`src/rtl/keypad3c4r_emu.sv`:
```
// Keypad matrix emulator: queued key codes are driven onto the column
// lines of a 3x4 keypad so a row-scanning reader sees real presses.
module keypad3c4r_emu #(
  parameter int DEPTH       = 4,
  parameter int HOLD_CYCLES = 8,
  parameter int GAP_CYCLES  = 4,
  parameter int CNT_W       = 16
) (
  input  logic                     clk,
  input  logic                     rst_n,
  input  logic                     code_valid,
  input  logic [3:0]               code,
  output logic                     code_ready,
  input  logic [3:0]               keypadr,
  output logic [2:0]               keypadc,
  output logic                     pressing,
  output logic                     busy,
  output logic [$clog2(DEPTH):0]   fifo_count
);

  localparam int AW = $clog2(DEPTH);
  localparam int CW = AW + 1;

  typedef enum logic [1:0] {
    IDLE,
    PRESS,
    GAP
  } state_e;

  state_e           state_q;
  logic [CNT_W-1:0] cnt_q;
  logic [3:0]       cur_q;
  logic             pressing_q;

  logic [3:0]    mem_q [DEPTH];
  logic [AW-1:0] wr_q;
  logic [AW-1:0] rd_q;
  logic [CW-1:0] count_q;

  logic       push;
  logic       pop;
  logic       nonempty;
  logic       hold_done;
  logic       gap_done;
  logic [3:0] head;
  logic [3:0] row_oh;
  logic [2:0] col_oh;

  assign nonempty   = (count_q != '0);
  assign code_ready = (count_q != CW'(DEPTH));
  assign push       = code_valid & code_ready;
  assign hold_done  = (cnt_q == CNT_W'(HOLD_CYCLES - 1));
  assign gap_done   = (cnt_q == CNT_W'(GAP_CYCLES - 1));
  assign head       = mem_q[rd_q];
  assign pop        = nonempty &
                      ((state_q == IDLE) |
                       ((state_q == GAP) & gap_done));

  assign fifo_count = count_q;
  assign pressing   = pressing_q;
  assign busy       = nonempty | (state_q != IDLE);

  always_ff @(posedge clk) begin
    if (push) begin
      mem_q[wr_q] <= code;
    end
  end

  always_ff @(posedge clk or negedge rst_n) begin
    if (!rst_n) begin
      wr_q    <= '0;
      rd_q    <= '0;
      count_q <= '0;
    end else begin
      if (push) wr_q <= wr_q + 1'b1;
      if (pop)  rd_q <= rd_q + 1'b1;
      unique case ({push, pop})
        2'b10:   count_q <= count_q + 1'b1;
        2'b01:   count_q <= count_q - 1'b1;
        default: ;
      endcase
    end
  end

  // Counter is cleared on every state change so it never wraps
  always_ff @(posedge clk or negedge rst_n) begin
    if (!rst_n) begin
      state_q    <= IDLE;
      cnt_q      <= '0;
      cur_q      <= 4'hf;
      pressing_q <= 1'b0;
    end else begin
      unique case (state_q)
        IDLE: begin
          if (pop) begin
            cur_q      <= head;
            cnt_q      <= '0;
            pressing_q <= (head <= 4'hb);
            state_q    <= PRESS;
          end
        end
        PRESS: begin
          if (hold_done) begin
            cnt_q      <= '0;
            pressing_q <= 1'b0;
            state_q    <= GAP;
          end else begin
            cnt_q <= cnt_q + 1'b1;
          end
        end
        GAP: begin
          if (gap_done) begin
            cnt_q <= '0;
            if (pop) begin
              cur_q      <= head;
              pressing_q <= (head <= 4'hb);
              state_q    <= PRESS;
            end else begin
              state_q <= IDLE;
            end
          end else begin
            cnt_q <= cnt_q + 1'b1;
          end
        end
        default: begin
          cnt_q      <= '0;
          pressing_q <= 1'b0;
          state_q    <= IDLE;
        end
      endcase
    end
  end

  always_comb begin
    row_oh = 4'b0000;
    col_oh = 3'b000;
    unique case (cur_q)
      4'h1: begin row_oh = 4'b0001; col_oh = 3'b001; end
      4'h2: begin row_oh = 4'b0001; col_oh = 3'b010; end
      4'h3: begin row_oh = 4'b0001; col_oh = 3'b100; end
      4'h4: begin row_oh = 4'b0010; col_oh = 3'b001; end
      4'h5: begin row_oh = 4'b0010; col_oh = 3'b010; end
      4'h6: begin row_oh = 4'b0010; col_oh = 3'b100; end
      4'h7: begin row_oh = 4'b0100; col_oh = 3'b001; end
      4'h8: begin row_oh = 4'b0100; col_oh = 3'b010; end
      4'h9: begin row_oh = 4'b0100; col_oh = 3'b100; end
      4'ha: begin row_oh = 4'b1000; col_oh = 3'b001; end
      4'h0: begin row_oh = 4'b1000; col_oh = 3'b010; end
      4'hb: begin row_oh = 4'b1000; col_oh = 3'b100; end
      default: ;
    endcase
  end

  // Unregistered so the scanner sees the column in the cycle it drives the row
  always_comb begin
    keypadc = 3'b000;
    if ((state_q == PRESS) && |(row_oh & keypadr)) begin
      keypadc = col_oh;
    end
  end

endmodule
```
`config.mk`:
```
export PLATFORM = sky130hd
export DESIGN_NAME = keypad3c4r_emu
export DESIGN_NICKNAME = d
export VERILOG_FILES = /design/src/rtl/keypad3c4r_emu.sv
export SDC_FILE = /design/constraint.sdc
export NUM_CORES = 1
export LEC_CHECK = 0
export ABC_AREA = 0
export ABC_CLOCK_PERIOD_IN_PS = 2250
export BUFFER_PORTS_ARGS = -buffer_cell sky130_fd_sc_hd__buf_2
export CELL_PAD_IN_SITES_DETAIL_PLACEMENT = 1
export CELL_PAD_IN_SITES_GLOBAL_PLACEMENT = 2
export CORE_ASPECT_RATIO = 1.5
export CORE_MARGIN = 3
export CORE_UTILIZATION = 36
export DETAILED_ROUTE_END_ITERATION = 6
export MAX_ROUTING_LAYER = met4
export PLACE_DENSITY = 0.84
export SYNTH_ARGS = -nofsm -noshare
export SYNTH_HDL_FRONTEND = slang
export SYNTH_SLANG_ARGS = --single-unit
```
`constraint.sdc`:
```
create_clock -name clk -period 2.25 [get_ports clk]
set_input_delay 0.1125 -clock clk [delete_from_list [all_inputs] [get_ports clk]]
set_output_delay 0.1125 -clock clk [all_outputs]
set_load 0.005 [all_outputs]
```
==> results of run 1 <==
-- per-layer routing --
layer | wire length, um | track usage [%] | part of all wire [%]
met1 | 2200 | 18.4 | 39
met2 | 3240 | 30.4 | 57
met3 | 131 | 2.91 | 2.3
met4 | 89 | 5.67 | 1.6
met5 | 0 | - | 0
-- power by group through the flow --
stage | sequential, W | clock (W) | combinational [W]
after detailed placement | 0.00137 | 0 | 0.00143
final | 0.00135 | 0.000557 | 0.00153
after global routing | 0.00138 | 0.000605 | 0.00173
after CTS | 0.00135 | 0.000571 | 0.00149
after global placement | 0.00135 | 0 | 0.00137
after floorplan | 0.00124 | 0 | 0.00110
-- metrics by stage --
step / power (W) / hold WS (ns) / instances
floorplan: 0.00234 / -0.183 / 217
CTS: 0.00342 / 0.0146 / 346
finish: 0.00343 / 0.0151 / 348
detailed placement: 0.00280 / 0.215 / 334
global route: 0.00372 / 0.00685 / 348
global placement: 0.00272 / 0.201 / 334
-- synthesized netlist by cell type (all sizes together), types with 6 or more instances --
cell type	instances
nand3	7
ha	10
nand2	18
and3	7
edfxtp	16
nor4b	6
nor3	8
xnor2	8
a21oi	7
nor2	16
xor2	10
o21ai	13
dfrtp	26
inv	13
-- sequential cells by signal, indices dropped and copies added, names as in the netlist --
name	cells
rd_q	2
fifo_count	3
cur_q	4
cnt_q	16
mem_q	16
state_q	2
pressing	1
wr_q	2
-- area by class of cell --
type	count	area (um^2)
Fill cell	718	3530
Sequential cell	46	1240
Multi-Input combinational cell	149	1150
Timing Repair Buffer	56	375
Tap cell	76	95.1
Clock buffer	5	68.8
Inverter	13	48.8
Clock inverter	3	26.3
-- worst reg2reg max path, cell delays in order, from the launching register on --
cell and delay, ns:
dfrtp_1 0.42, nor4_4 0.30, buf_4 0.16, nand4_1 0.13, a21oi_2 0.20, ha_2 0.21, inv_2 0.04, fa_2 0.33
xor2_1 0.15, nor2_1 0.12, xor2_1 0.15
-- worst max path at each step --
stage | startpoint | to
detailed placement | cnt_q[1] | fifo_count[2]
CTS | cnt_q[15] | fifo_count[2]
finish | cnt_q[4] | fifo_count[2]
floorplan | state_q[0] | fifo_count[2]
global placement | cnt_q[0] | fifo_count[2]
global route | cnt_q[4] | fifo_count[2]
-- logic make-up after synthesis --
| family | count (synthesis) | synth area share [%] |
|---|---|---|
| compound gates | 31 | 8.45 |
| xor+xnor | 18 | 6.45 |
| fa+ha+maj | 11 | 5.94 |
| buf+inv | 22 | 4.30 |
| flops | 46 | 50.6 |
| mux | 8 | 5.53 |
| simple gates | 81 | 18.7 |
-- what timing repair did --
item | 4_1_cts | 5_1_grt
hold buffers | 1 | 0
gates resized for setup | 5 | 4
hold endpoints to repair | 26 | 0
pin swaps | 5 | 5
endpoints found under the setup margin | 3 | 5
buffers inserted | 4 | 2
gates cloned | 0 | 0
==> results.toml, run 1 <==
[finish]
mostFrequentLayoutCell = "buf_4"
final_cell_mix = "buf_4, dfrtp_1, buf_2"
syn2layout_area_growth_pct = 22.9
nets = 293
drive_above_1_share_pct = 34.6
utilization_pct = 46.0
finish.instance_area_um2 = 3000
n_antenna_cell = 0

[run]
maxCapViolCount = 0

[detailed_routing]
drc = 0
vias_per_cell = 5.29
firstDrtPassIters = 4
antenna_left = 0
routed_wirelength_um = 5660
wl_per_cell_um = 16.3
drtIter0Drc = 76
dr_total_vias = 1841

[timing]
tightest_slew_ns = 0.730
clock_skew_ns = 0.00733
setup_viol = 1
final-hold-violation-count = 0
fin_ws_ns = -0.0242
final.setup.tns_ns = -0.0242
slew_headroom_pct = 51.3
finalMaxSlewViolations = 0
rsz0062_at_grt = "true"
finalCritPeriodShare_pct = 101
max_freq_ghz = 0.440
min_period_ns = 2.27

[clock_network]
cts_root_buffer = "clkbuf_8"
cts_buffers = 5
cts_tree = "built"
clock_latency_ns = 0.31
clockBufferDepth = 2
cts_sinks = 46
path_clk_slew_ns = 0.10
cts.htree.levels = 2

[die]
initial_core_util_pct = 37.4
die_h_um = 107
row_count = 36
io-pin-count = 20
core_area_um2 = 6530
die_w_um = 73.3
die_area_um2 = 7830

[placement]
io_buffers = 19
placed_area_um2 = 2820
hpwl_um = 4160
pre_cts_ws_ns = -0.174
gp_congestion = 0.793

[worst_hold_path]
hold_depth = 1
min-delay-start = "code[1]"
hp-class = "input pin to register"
whs_endpoint = "mem_q[1][1]"

[worst_setup_path]
r2r_slack_ns = -0.02
path_max_fanout = 2
critPathKind = "register to register"
crit_required_ns = 2.49
cp.buffers_inverters = 2
cpPeakStageDelay_ns = 0.42
worst_ep_arrival_time_ns = 2.52
worstSetupEndpointType = "register"
crit_path_frequent_cell = "xor2_1"
crit_slowest_cell = "dfrtp_1"
crit_cells = 10
worstPathCellList = "nor4_4 -> buf_4 -> nand4_1 -> a21oi_2 -> ha_2 -> inv_2 -> fa_2 -> xor2_1 -> nor2_1 -> xor2_1"
rr_endpoint = "fifo_count[2]"
r2r_start = "cnt_q[4]"
cpLargestDelayFamily = "simple AND/OR/NAND/NOR gates"
r2r_cells = 10
worstSetupStartpointType = "register"

[pwr]
power.share.clock_pct = 16.2
p_sw_w = 0.00132
peakVddDrop_uv = 705
internal-power_w = 0.00211
p_seq_share_pct = 39.2
combPwrFrac_pct = 44.6
cellLeakagePower_nw = 1.30
switching_share_pct = 38.5
p_per_area_nw_per_um2 = 1140

[synth]
ys_ff_latch = 46
synth_cells = 217
syn-num-nets = 239
yosysWarnings = 0
syn_area_um2 = 2440
synth_area_leaders = "dfrtp_1, edfxtp_1, ha_1, dfstp_2, mux4_2"
synth.avg_cell_area_um2 = 11.3
synth_edf_count = 16
ys.flop_type = "dfrtp_1"
ys_types = 45
ys_async_sr_fraction_pct = 65.2
ys_seq_area_share_pct = 50.6
synth.largest_area_cell = "dfrtp_1"
netlist.area_leader.share_pct = 26.6

[grt]
overflow = 0
antenna_found_initial = 0
grt_max_degree = 31
grt_usage_pct = 16.9
grt_pass1_vias = 2113
grt_pass1_wl_um = 9980

[outcome]
violations = "negative setup slack"
status = "complete, but fails checks"
No activity file was read; power rests on OpenSTA's default activity.
==> run 2: changes to the inputs <==
BUFFER_PORTS_ARGS = not set   (was -buffer_cell sky130_fd_sc_hd__buf_2)
CORE_UTILIZATION = 38   (was 36)
DONT_BUFFER_PORTS = 1   (was not set)
==> run 2 against run 1 <==
Net effect:
- the run still ends with negative setup slack left
- via count fell by 2.3%
- final cell count fell by 4.3%
- non-clock buffer count fell by 13
- clock-buffer cell count rose by 1
- combinational power fell by 8%
- critical path type unchanged
- global-route usage fell by 0.10 points
- die area fell by 4.9%
- register-to-register slack got worse by 0.09 ns
- sequential cell count did not move
- clock power rose by 9.2%
- setup slack got worse by 0.088 ns
- largest cell class unchanged
- largest power group unchanged
==> results.toml, run 2 (synthesis results as in run 1) <==
[timing]
slew_headroom_pct = 65.7
finalCritPeriodShare_pct = 105
fin_ws_ns = -0.113
max_freq_ghz = 0.423
finalMaxSlewViolations = 0
rsz0062_at_grt = "true"
setup_viol = 4
min_period_ns = 2.36
tightest_slew_ns = 0.511
final-hold-violation-count = 0
clock_skew_ns = 0.00625

[detailed_routing]
wl_met1_um = 2160
dr_total_vias = 1799
routed_wirelength_um = 5710
met2_length_um = 3290
wl_per_cell_um = 17.1
wl_met3_um = 152
vias_per_cell = 5.40
firstDrtPassIters = 4
antenna_left = 0
drc = 0
drtIter0Drc = 55
top_layer = "met4"

[die]
die_area_um2 = 7450
row_count = 35
io-pin-count = 20
initial_core_util_pct = 39.6
die_h_um = 104
core_area_um2 = 6170
die_w_um = 71.5

[worst_hold_path]
hold_depth = 2
hp-class = "input pin to register"

[finish]
syn2layout_area_growth_pct = 22.3
mostFrequentLayoutCell = "buf_4"
n_antenna_cell = 0
drive_above_1_share_pct = 29.3
reg_top3 = "cnt_q (16), mem_q (16), cur_q (4)"
fillers = 682
register_area_um2 = 1240
multiInputGateArea_um2 = 1150
final_cell_mix = "buf_4, dfrtp_1, nand2_1"
nets = 280
stdcell_count = 333

[pwr]
p_per_area_nw_per_um2 = 1140
cellLeakagePower_nw = 1.25
peakVddDrop_uv = 733
p_total_w = 0.00340

[worst_setup_path]
crit_path_frequent_cell = "buf_4"
r2r_slack_ns = -0.11
worst_ep_arrival_time_ns = 2.59
crit_slowest_cell = "dfrtp_1"
path_max_fanout = 5
crit_cells = 11
crit_required_ns = 2.48
cpPeakStageDelay_ns = 0.40
worstPathCellList = "inv_2 -> ha_4 -> nor4b_4 -> nand4_1 -> buf_4 -> buf_4 -> buf_4 -> buf_4 -> buf_4 -> a21oi_2 -> mux2_2"
cpLargestDelayFamily = "buffers and inverters"
worstSetupStartpointType = "register"
cp.buffers_inverters = 6
critPathKind = "register to register"
r2r_cells = 11
worstSetupEndpointType = "register"

[placement]
gp_congestion = 0.757
io_buffers = 0
placed_cells = 311
hpwl_um = 4140

[outcome]
violations = "negative setup slack"
status = "complete, but fails checks"

[clock_network]
cts_tree = "built"
path_clk_slew_ns = 0.09
cts_root_buffer = "clkbuf_8"
cts.htree.levels = 2
cts_buffers = 5
cts_sinks = 46
clock_latency_ns = 0.29
clockBufferDepth = 2

[grt]
grt_pass1_wl_um = 9670
grt_usage_pct = 16.8
overflow = 0
antenna_found_initial = 0
grt_max_degree = 31
grt_pass1_vias = 2045

[run]
maxCapViolCount = 0
run 2: changes by cell type in the layout (fill, tap and decap cells not counted), moves of 2 or more:
cell           previous run  this run
buf_2                    19         0
dlygate4sd3_1             1         5
ha_2                      3         1
inv_6                     3         0
nor4_2                    0         2
run 2: power by group:
part | switching (W) | internal [W] | total, W
Combinational | 0.000714 | 0.000699 | 0.00141
Clock | 0.000276 | 0.000332 | 0.000608
Sequential | 0.000272 | 0.00111 | 0.00138
Total | 0.00126 | 0.00214 | 0.00340
run 2: path summary, 6_finish.rpt:
path | from | endpoint
worst min register to register | cnt_q[1] | cnt_q[1]
worst min-delay path | code_valid | wr_q[0]
worst max register to register | state_q[0] | cur_q[1]
min in group asynchronous | rst_n | wr_q[1]
worst max-delay path | state_q[0] | cur_q[1]
max in group asynchronous | rst_n | cur_q[2]
run 2: final cells by class:
type,instances,share of cell area (%)
Timing Repair Buffer,43,11.6
Tap cell,74,3.10
Sequential cell,46,41.4
Inverter,13,1.63
Multi-Input combinational cell,149,38.6
Clock buffer,6,2.43
Clock inverter,2,1.26
run 2: stage by stage:
step                setup TNS (ns)  util (%)  instance area, um^2  setup slack (ns)  hold WS (ns)
detailed placement         -0.0878      43.9                 2710           -0.0878        -0.182
CTS                        -0.0190      47.8                 2950           -0.0190         0.134
floorplan                  -0.0537         -                 2460           -0.0537        -0.183
finish                      -0.407      48.4                 2990            -0.113         0.156
global route                 -1.47      48.4                 2990            -0.331         0.156
global placement                 0      43.9                 2710            0.0661        -0.182
run 2: timing repair:
action / 4_1_cts / 5_1_grt
pin swaps: 4 / 6
resized for setup: 5 / 3
endpoints found under the hold margin: 46 / 0
hold buffers: 6 / 0
setup buffers: 5 / 3
endpoints found under the setup margin: 2 / 6
run 2: worst reg2reg max path, stage by stage (launching register included):
cell     delay [ns]
dfrtp_1        0.40
inv_2          0.09
ha_4           0.14
nor4b_4        0.18
nand4_1        0.18
buf_4          0.18
buf_4          0.13
buf_4          0.12
buf_4          0.12
buf_4          0.12
a21oi_2        0.25
mux2_2         0.38
run 2: routing by layer:
layer | GRT usage [%] | vias up
met5 | - | -
met4 | 5.78 | 0
met3 | 2.42 | 10
met2 | 29.9 | 25
met1 | 18.8 | 903
li1 | - | 861
